## src/rtl/serial_pkg.sv

```systemverilog
// Shared definitions for the serial front end and the pattern-detector FSMs.
package serial_pkg;

    // Serializer control states
    typedef enum logic {
        S_IDLE,
        S_SHIFT
    } state_t;

    // Default word width and idle line level
    localparam int unsigned DEFAULT_WIDTH    = 8;
    localparam logic        DEFAULT_IDLE_BIT = 1'b0;

    // Bits needed to count 0..n-1 (at least 1)
    function automatic int unsigned clog2(input int unsigned n);
        int unsigned r;
        r = 0;
        for (int unsigned i = 0; i < 32; i++) begin
            if ((64'd1 << i) < 64'(n)) r = i + 1;
        end
        return (r == 0) ? 1 : r;
    endfunction

endpackage

```

## src/rtl/word_serializer.sv

```systemverilog
// Parallel-to-serial front end: WIDTH-bit words in over valid/ready,
// one bit per clock out on inbits. A one-word hold buffer keeps
// consecutive words contiguous on the serial side.
module word_serializer
    import serial_pkg::*;
#(
    parameter int unsigned WIDTH     = DEFAULT_WIDTH,
    parameter bit          MSB_FIRST = 1'b1,
    parameter logic        IDLE_BIT  = DEFAULT_IDLE_BIT
) (
    input  logic             clk,
    input  logic             reset,
    input  logic [WIDTH-1:0] in_data,
    input  logic             in_valid,
    output logic             in_ready,
    output logic             inbits,
    output logic             bit_valid,
    output logic             frame_start,
    output logic             busy
);

    localparam int unsigned    CW   = clog2(WIDTH);
    localparam logic [CW-1:0]  LAST = CW'(WIDTH - 1);

    state_t           state, state_d;
    logic [CW-1:0]    cnt, cnt_d;
    logic [WIDTH-1:0] shreg, shreg_d;
    logic [WIDTH-1:0] hold, hold_d;
    logic             hold_full, hold_full_d;
    logic             inbits_d, bit_valid_d, frame_start_d, busy_d;
    logic             load_en;
    logic [WIDTH-1:0] load_word;
    logic             xfer;

    // Bit that leaves first from a word in the configured order
    function automatic logic lead_bit(input logic [WIDTH-1:0] w);
        return MSB_FIRST ? w[WIDTH-1] : w[0];
    endfunction

    // Word with its leading bit consumed
    function automatic logic [WIDTH-1:0] shift_word(input logic [WIDTH-1:0] w);
        return MSB_FIRST ? {w[WIDTH-2:0], 1'b0} : {1'b0, w[WIDTH-1:1]};
    endfunction

    assign in_ready = reset && !hold_full;
    assign xfer     = in_valid && in_ready;

    // Next-state and next-output decode; outputs are registered so the
    // detector sees one clean value per cycle. The register always holds
    // the bits not yet driven, so the output bit is precomputed here.
    always_comb begin
        state_d       = state;
        cnt_d         = cnt;
        shreg_d       = shreg;
        hold_d        = hold;
        hold_full_d   = hold_full;
        inbits_d      = IDLE_BIT;
        bit_valid_d   = 1'b0;
        frame_start_d = 1'b0;
        load_en       = 1'b0;
        load_word     = '0;
        case (state)
            S_IDLE: begin
                if (xfer) begin
                    load_en   = 1'b1;
                    load_word = in_data;
                end
            end
            S_SHIFT: begin
                if (cnt == LAST) begin
                    if (hold_full) begin
                        load_en     = 1'b1;
                        load_word   = hold;
                        hold_full_d = 1'b0;
                    end else if (xfer) begin
                        load_en   = 1'b1;
                        load_word = in_data;
                    end else begin
                        state_d = S_IDLE;
                    end
                end else begin
                    shreg_d     = shift_word(shreg);
                    inbits_d    = lead_bit(shreg);
                    bit_valid_d = 1'b1;
                    cnt_d       = cnt + CW'(1);
                    if (xfer) begin
                        hold_d      = in_data;
                        hold_full_d = 1'b1;
                    end
                end
            end
            default: state_d = S_IDLE;
        endcase
        if (load_en) begin
            state_d       = S_SHIFT;
            cnt_d         = '0;
            shreg_d       = shift_word(load_word);
            inbits_d      = lead_bit(load_word);
            bit_valid_d   = 1'b1;
            frame_start_d = 1'b1;
        end
        busy_d = (state_d == S_SHIFT) || hold_full_d;
    end

    // State, datapath and output registers; reset discards everything
    always_ff @(posedge clk or negedge reset) begin
        if (!reset) begin
            state       <= S_IDLE;
            cnt         <= '0;
            shreg       <= '0;
            hold        <= '0;
            hold_full   <= 1'b0;
            inbits      <= IDLE_BIT;
            bit_valid   <= 1'b0;
            frame_start <= 1'b0;
            busy        <= 1'b0;
        end else begin
            state       <= state_d;
            cnt         <= cnt_d;
            shreg       <= shreg_d;
            hold        <= hold_d;
            hold_full   <= hold_full_d;
            inbits      <= inbits_d;
            bit_valid   <= bit_valid_d;
            frame_start <= frame_start_d;
            busy        <= busy_d;
        end
    end

endmodule

```

## config.mk

```make
export PLATFORM = sky130hd
export DESIGN_NAME = word_serializer
export DESIGN_NICKNAME = d
export VERILOG_FILES = /design/src/rtl/serial_pkg.sv /design/src/rtl/word_serializer.sv
export SDC_FILE = /design/constraint.sdc
export NUM_CORES = 1
export LEC_CHECK = 0
export BUFFER_PORTS_ARGS = -buffer_cell sky130_fd_sc_hd__buf_2
export CORE_ASPECT_RATIO = 1.5
export CORE_UTILIZATION = 55
export DETAILED_ROUTE_END_ITERATION = 10
export MAX_ROUTING_LAYER = met4
export PLACE_DENSITY_LB_ADDON = 0.25
export SYNTH_ARGS = -nofsm -noshare
export SYNTH_HDL_FRONTEND = slang
export SYNTH_SLANG_ARGS = --single-unit
```

## constraint.sdc

```tcl
create_clock -name clk -period 2.1 [get_ports clk]
set_clock_uncertainty 0.2 [all_clocks]
set_input_delay 0.21 -clock clk [delete_from_list [all_inputs] [get_ports clk]]
set_output_delay 0.21 -clock clk [all_outputs]
set_load 0.01 [all_outputs]
```

==> metrics.txt <==
Clock Sinks 24; Mapped Nets 122; Synth Area in Adders 0.02088; # nets final 151; Yosys top cell area share 0.5010; Die Area 2374 µm²; Worst R2R End hold[3]$_DFFE_PN0P_; DRC Markers 0; share of cells above drive strength 1 0.2336; # Post-CTS Setup Buffers 0; Slew HR 0.7260; first-pass GRT wire length 3.960 mm; R2R depth 5; Max IR drop VDD 0.0007676 V; Vias per Instance 5.736; io pins 16; Fin. Hold Viols 0; Compound-Gate Fraction of Synth Area 0.1566; CTS max path bufs 2; Tot GR Track Use 0.2556; worst reg2reg setup slack 0.1 ns; CTS tree yes; outcome finished, final reports clean; P_leak 0.0006610 µW; vias in the first global route 864; Clk pin slew, worst setup/hold paths 0.12 ns; RSZ-0062 raised after global routing false; post-synthesis mux area share 0.07516; Tcrit/Tclk final 0.9531; Mean Syn Cell Area 11.00 µm²; detailed-router iteration count before antenna repair 4; FF+latch count, synth 24; Hold Startpoint in_valid; initial antenna violation count 0; core area 2052 µm²; worst r2r src cnt[0]$_DFFE_PN0P_; worst slew pin tran 0.4109 ns; final instance area 1433 µm²; via count 912; Mapped Cells 109; Yosys top cell by area dfrtp_1; largest family of logic cells by synthesized area simple AND/OR/NAND/NOR gates; Startpoint Class flip-flop; simple-gate area share of the yosys netlist 0.2004; Top FF cell, synth dfrtp_1; root buf cell clkbuf_4; Crit Path Class flip-flop to flip-flop; GPL Wtd Cong 0.7891; largest net degree at the start of global routing 14; Crit Path Max Fanout 9; Post-synth EDFFs 0; Initial DRC Count 44; Synth Cell Area 1199 µm²; Die Width 40.12 µm; Synth top cells by count 24 x dfrtp_1, 8 x mux2_1, 8 x nand2_1, 8 x nand2b_1, 8 x nor3_1; DP HPWL 1.641 mm; main area contributors after synthesis dfrtp_1 50%, mux2_1 7.5%, nand2b_1 4.2%, nor3_1 3.3%, a21boi_0 3.1%; Diodes inserted 0; area grow syn2layout 19.52%; crit path time final 2.002 ns; crit path DAT 2.02 ns; Hold Crit Depth 4; fill cell count 151; placed cell area 1306 µm²; max-slew violations 0; Std-Cell Rows 20; count leader, synth dfrtp_1; Synth cell types 32; WHS Endpoint hold_full$_DFF_PN0_; # H-tree levels 1; max-cap violation count 0; number of setup violations in the final report 0; die height 59.18 µm; Total Wirelength 2.372 mm; Worst EP required 2.12 ns; Initial Util 0.5841; Hold/Removal Path Class input pin to flip-flop; CP endpoint kind flip-flop; ys async rst share 1.000; post-route ant nets 0; register area share after synthesis 0.5010; Power Dens Cells 1337 nW/µm²; worst slack at placement 0.1454 ns; Port-buffer cells 15; Syn. warnings 0; Worst-Skew Late Latency 0.33 ns; grt ovf 0; Final WS setup 0.09842 ns; fmax 499.6 MHz; routed len/inst 14.92 µm; xor/xnor share of the synthesized area 0; CTS Buf Count 3; TNS Setup 0 ns
## kinds of logic after synthesis
logic type	Yosys count
flip-flops	24
multiplexers	8
AND/OR/NAND/NOR	42
adder cells (fa/ha/maj)	2
buffers and inverters	9
AO/OA/AOI/OAI	24
## what timing repair did
action                                 4_1_cts  5_1_grt
resized for setup                            0        0
endpoints found under the hold margin       40        0
hold buffers                                 9        0
## where the power goes
part           total (µW)  switching (µW)  internal, µW
registers             820             137           683
logic                 844             428           416
clock network         251             145           106
total                1920             709          1210
## registers in the layout, summed over array words and instances, names as in the netlist
name	cells
state	1
inbits	1
shreg	7
hold_full	1
bit_valid	1
busy	1
cnt	3
frame_start	1
hold	8
## layout make-up
type                    instances  area (µm²)  area share
clock buffers                   4       36.28     0.02533
inverters                       2       7.507    0.005240
multi-input cells              76       543.0      0.3790
flip-flops and latches         24       600.6      0.4192
well taps                      22       27.53     0.01921
repair buffers                 31       217.7      0.1520
## metal layers
metal,wire [µm],global-route usage,share of wire
met5,0,-,0
met4,54,0.1182,0.023
met3,71,0.02256,0.030
met2,1143,0.3733,0.48
met1,1103,0.3535,0.47
## worst max-delay path: stages, from the launching register on
cell and delay, ns:
dfrtp_1 0.42, ha_1 0.21, ha_1 0.18, nand2b_1 0.22, nor2_4 0.28, mux2_1 0.38
## cell usage in the layout (no fill, tap or decap), types with 3 or more instances in the layout
cell type      instances
a21oi_1                3
buf_2                 15
o31ai_1                4
or2b_1                 3
dfrtp_1               24
dlygate4sd3_1          9
nand2b_1               8
a21boi_0               5
clkbuf_4               3
mux2_1                 8
nor2_1                 7
nor3_1                 8
buf_4                  7
nand2_1                8
## per-stage QoR
step | total power, µW | cells | utilization | hold WS (ns)
2_1_floorplan | 1426 | 109 | - | -0.2856
3_3_place_gp | 1628 | 146 | 0.6366 | 0.01258
3_5_place_dp | 1654 | 146 | 0.6366 | 0.02310
4_1_cts | 1920 | 159 | 0.6982 | 0.1308
5_1_grt | 2065 | 159 | 0.6982 | 0.1664
6_report | 1916 | 159 | 0.6982 | 0.1320
## worst max path at each step
stage / startpoint / endpoint / slack [ns] / cells after the start
floorplan: cnt[0]$_DFFE_PN0P_ / hold[0]$_DFFE_PN0P_ / 0.27 / 5
global placement: cnt[0]$_DFFE_PN0P_ / hold[0]$_DFFE_PN0P_ / 0.22 / 5
detailed placement: cnt[0]$_DFFE_PN0P_ / hold[3]$_DFFE_PN0P_ / 0.15 / 5
CTS: cnt[0]$_DFFE_PN0P_ / hold[3]$_DFFE_PN0P_ / 0.1 / 5
global route: cnt[0]$_DFFE_PN0P_ / hold[3]$_DFFE_PN0P_ / 0.002 / 5
finish: cnt[0]$_DFFE_PN0P_ / hold[3]$_DFFE_PN0P_ / 0.1 / 5
No activity file was read; power rests on OpenSTA's default activity.
